--- src/rtl/mult_arbiter.sv ---
// mult_arbiter: round-robin arbiter sharing one multiplier between two requesters; optional RUN timeout via MULT_ARB_TIMEOUT_EN
module mult_arbiter #(
  parameter int inSize = 4,
  parameter int TIMEOUT_CYC = 64
) (
  input  logic                  clk,
  input  logic                  rst,
  input  logic                  req0_valid,
  input  logic [inSize-1:0]     req0_a,
  input  logic [inSize-1:0]     req0_b,
  output logic                  req0_ready,
  input  logic                  req1_valid,
  input  logic [inSize-1:0]     req1_a,
  input  logic [inSize-1:0]     req1_b,
  output logic                  req1_ready,
  output logic                  rsp_valid,
  output logic                  rsp_id,
  output logic [2*inSize-1:0]   rsp_product,
  output logic                  rsp_err,
  output logic                  mul_clr,
  output logic                  mul_en,
  output logic [inSize-1:0]     mul_A,
  output logic [inSize-1:0]     mul_B,
  input  logic [2*inSize-1:0]   mul_product,
  input  logic                  mul_valid
);
  typedef enum logic [1:0] {IDLE, LOAD, RUN, RESP} state_t;
  state_t state;
  logic last_grant, grant, id, done;
  // round-robin pick: contention goes to whoever was not served last
  always_comb grant = (req0_valid && req1_valid) ? !last_grant : req1_valid;
  assign req0_ready = (state == IDLE) && req0_valid && !grant;
  assign req1_ready = (state == IDLE) && req1_valid && grant;
`ifdef MULT_ARB_TIMEOUT_EN
  localparam int CW = $clog2(TIMEOUT_CYC + 1);
  logic [CW-1:0] cnt;
  assign done = mul_valid || (cnt == CW'(TIMEOUT_CYC - 1));
  // RUN-cycle counter; an on-time mul_valid always beats the timeout
  always_ff @(posedge clk)
    if (rst) begin
      cnt <= '0;
      rsp_err <= 1'b0;
    end else begin
      cnt <= (state == RUN) ? cnt + 1'b1 : '0;
      if (state == RUN && done) rsp_err <= !mul_valid;
    end
`else
  logic unused_timeout;
  assign done = mul_valid;
  assign rsp_err = 1'b0;
  assign unused_timeout = TIMEOUT_CYC > 0;
`endif
  // operation sequencer with registered multiplier and response controls
  always_ff @(posedge clk)
    if (rst) begin
      state <= IDLE;
      last_grant <= 1'b1;
      id <= 1'b0;
      rsp_valid <= 1'b0;
      rsp_id <= 1'b0;
      rsp_product <= '0;
      mul_clr <= 1'b0;
      mul_en <= 1'b0;
      mul_A <= '0;
      mul_B <= '0;
    end else begin
      mul_clr <= 1'b0;
      rsp_valid <= 1'b0;
      case (state)
        IDLE: if (req0_ready || req1_ready) begin
          mul_A <= grant ? req1_a : req0_a;
          mul_B <= grant ? req1_b : req0_b;
          id <= grant;
          last_grant <= grant;
          mul_clr <= 1'b1;
          state <= LOAD;
        end
        LOAD: begin
          mul_en <= 1'b1;
          state <= RUN;
        end
        RUN: if (done) begin
          mul_en <= 1'b0;
          rsp_valid <= 1'b1;
          rsp_id <= id;
          rsp_product <= mul_valid ? mul_product : '0;
          state <= RESP;
        end
        default: state <= IDLE;
      endcase
    end
endmodule

--- config.mk ---
export PLATFORM = sky130hd
export DESIGN_NAME = mult_arbiter
export DESIGN_NICKNAME = d
export VERILOG_FILES = /design/src/rtl/mult_arbiter.sv
export SDC_FILE = /design/constraint.sdc
export NUM_CORES = 1
export LEC_CHECK = 0
export CAP_MARGIN = 20
export CORE_ASPECT_RATIO = 0.8
export CORE_MARGIN = 4
export CORE_UTILIZATION = 35
export CTS_BUF_LIST = sky130_fd_sc_hd__clkbuf_4
export DETAILED_ROUTE_END_ITERATION = 10
export PLACE_DENSITY = 0.7
export SYNTH_ARGS = -nofsm -noshare
export SYNTH_HDL_FRONTEND = slang
export SYNTH_SLANG_ARGS = --single-unit
--- constraint.sdc ---
create_clock -name clk -period 3.3 [get_ports clk]
set_input_delay 0.495 -clock clk [delete_from_list [all_inputs] [get_ports clk]]
set_output_delay 0.495 -clock clk [all_outputs]
set_load 0.05 [all_outputs]
==> results_dict.tcl <==
set metrics [dict create \
    synth.top_cell.area_share_pct 43.1 \
    whs_path_depth 2 \
    cts_resized 0 \
    ys_dominant_reg_cell "dfxtp_1" \
    gp_congestion 0.765 \
    drt-met1-wl_um 1280 \
    worstSetupEndpointType "output pin" \
    setup_tns_ns 0 \
    worst_slew_pin_slew_ns 0.939 \
    p_int_uw 684 \
    critPathMaxFanout 9 \
    die_h_um 58.5 \
    vdd_drop_max_uv 308 \
    p_per_area_nw_per_um2 776 \
    leakage_uw 0.000617 \
    drt_wl_total_um 2880 \
    p_sw_share_pct 46.3 \
    synth_edf_count 0 \
    num_antenna_cells 0 \
    syn_nets 164 \
    r2r-end "mul_A[3]" \
    dpl.hpwl_um 2200 \
    period_minus_slack_ns 2.42 \
    yosys-top-cells-area "dfxtp_1, nand2_1, ha_1" \
    worstHoldStart "rsp_product[0]" \
    antenna_found_initial 0 \
    ys_async_sr_fraction_pct 0 \
    power_frac_comb_pct 58.1 \
    die_area_um2 4160 \
    drtAntennaViolNets 0 \
    ios 52 \
    core_area_um2 3060 \
    syn2layout_area_growth_pct 47.2 \
    layout_setup_ws_ns 0.876 \
    numPortBuffers 50 \
    synth_cell_type_count 27 \
    ctsRootBufferMaster "clkbuf_4" \
    place_inst 210 \
    nets 209 \
    met2_length_um 1400 \
    dp_slack_ns 0.900 \
    critPathKind "in2out" \
    wl_per_cell_um 13.5 \
    htree_levels 1 \
    outcome "finished, final reports clean" \
    holdBufCountCts 0 \
    cp_slowest_cell "a21boi_1" \
    fin_skew_ns 0.00840 \
    vias 1056 \
    clockPowerShare_pct 10.1 \
    drive_gt1_share_pct 5.17 \
    avgViaCountPerCell 4.93 \
    cts_setup_buffers 0 \
    grt_use_total_pct 14.4 \
    grt_first_pass_wirelength_um 4800 \
    clkTransAtPathRegs_ns 0.12 \
    slew_headroom_pct 37.2 \
    cp_top_family "buffers and inverters" \
    synth.avg_cell_area_um2 8.58 \
    max-cap-violations 0 \
    rrSetupSlack_ns 1.31 \
    synth.cell_area_um2 1110 \
    yosysTopAreaCell "dfxtp_1" \
    path_cells "clkdlybuf4s50_1 > a21boi_1 > and2_1 > buf_12" \
    clk_path_buf_depth 2 \
    final_core_utilization_pct 53.6 \
    cts_buffers 3 \
    slowest_delay_ns 0.51 \
    drt_iter0_drc 57 \
    met3WireLength_um 132 \
    final_cells 214 \
    maxSlewViolCount 0 \
    max_freq_mhz 413 \
    hold_ws_ns 0.461 \
    min_period_over_period_pct 73.4 \
    drt_first_pass_iters 4 \
    maxUsedRoutingLayer "met4" \
    rsz0062_at_grt "no" \
    rows 18 \
    power_frac_seq_pct 31.8 \
    clkLatencyLatePin_ns 0.31 \
    worst-path-buf-inv 2 \
    cp_data_arrival_time_ns 1.93 \
    syn_inst 130 \
    grt_pass1_vias 1043 \
    cts.sinks 24 \
    rr_worst_depth 5 \
    hold_class "reg2reg" \
    start_kind "input pin" \
    setup_violations 0 \
    rr_startpoint "state[0]" \
    hold_viol_final 0 \
    cp.required_ns 2.80 \
    ys_seq_elements 24 \
    yosysWarnings 0 \
    overflow 0 \
    cts_tree "yes" \
    synthTopCellsByCount "nand2_1, dfxtp_1, a21oi_1" \
    yosysSeqAreaShare_pct 43.1 \
    drc 0 \
    initial_core_util_pct 36.4 \
    fp.dieW_um 71.1 \
    holdPathEnd "rsp_product[0]" \
    grt_max_degree 27 \
    switchingPower_uw 590 \
    yosysMostFrequentCell "nand2_1" \
]
## cells by family after synthesis
group	Yosys count	share of synthesized area, %
other	1	0.336
AND/OR/NAND/NOR	50	18.5
buffers and inverters	14	6.85
multiplexers	2	1.80
AO/OA/AOI/OAI	34	23.8
adder cells (fa/ha/maj)	5	5.61
flip-flops	24	43.1
## worst register-to-register path, delay by kind of cell (launching register included)
kind                       cells  cell delay, ns
adders and majority gates      1            0.52
and+or+nand+nor                1            0.46
AOI/OAI and AO/OA              2            0.42
DFF                            1            0.36
buffers and inverters          1            0.11
## per-stage QoR
stage                     total power (uW)  area, um^2
after CTS                             1290        1640
final                                 1270        1640
after floorplan                        939        1110
after global routing                  1360        1640
after detailed placement              1160        1620
after global placement                1140        1620
## worst max path at each step
| stage | slack (ns) | startpoint | end | cells after the start |
|---|---|---|---|---|
| global route | 0.75 | req0_valid | req1_ready | 4 |
| CTS | 0.89 | req0_valid | req1_ready | 4 |
| floorplan | 1.36 | req1_valid | req0_ready | 3 |
| global placement | 0.94 | req0_valid | req1_ready | 4 |
| detailed placement | 0.90 | req0_valid | req1_ready | 4 |
| finish | 0.88 | req0_valid | req1_ready | 4 |
## power groups by stage
stage	registers (uW)	logic (uW)	clock network [uW]
floorplan	594	345	0
global placement	411	725	0
detailed placement	413	742	0
CTS	407	745	134
global route	417	792	147
finish	406	740	129
## flip-flops by register name (all words and copies together), names as in the netlist
register     count
mul_en           1
mul_A            4
id               1
mul_clr          1
last_grant       1
state            2
rsp_valid        1
mul_B            4
rsp_id           1
rsp_product      8
## metal layers
layer,up-vias,GRT usage [%]
li1,528,-
met1,493,18.3
met2,26,23.1
met3,9,4.78
met4,0,4.83
met5,-,0
## placed cells by master (no fill, tap or decap)
master           netlist  final
a22oi_1                1      1
ha_1                   5      5
a311oi_1               7      7
clkbuf_4               0      3
a311oi_2               1      1
nand2_1               36     36
a211oi_1               8      8
clkdlybuf4s50_1        0     48
buf_12                 0      1
a211o_1                1      1
nand3_1                1      1
inv_1                  3      3
and2_1                 2      2
a21boi_1               1      1
nor2_1                 6      6
mux2i_1                2      2
nand2b_1               3      3
o21ai_0                1      1
conb_1                 1      1
and3_1                 1      1
clkinv_1               0      1
a32oi_2                1      1
a21oi_1               11     11
a21boi_4               1      1
a21bo_1                1      1
nor2b_1                1      1
buf_4                  1      2
dfxtp_1               24     24
## layout make-up
class	count	area (um^2)
fill	291	1420
multi-input combinational	92	558
timing repair buffer	51	515
sequential	24	480
tap	40	50.0
clock buffer	3	22.5
inverter	3	11.3
clock inverter	1	3.75
No activity file was read; power rests on OpenSTA's default activity.
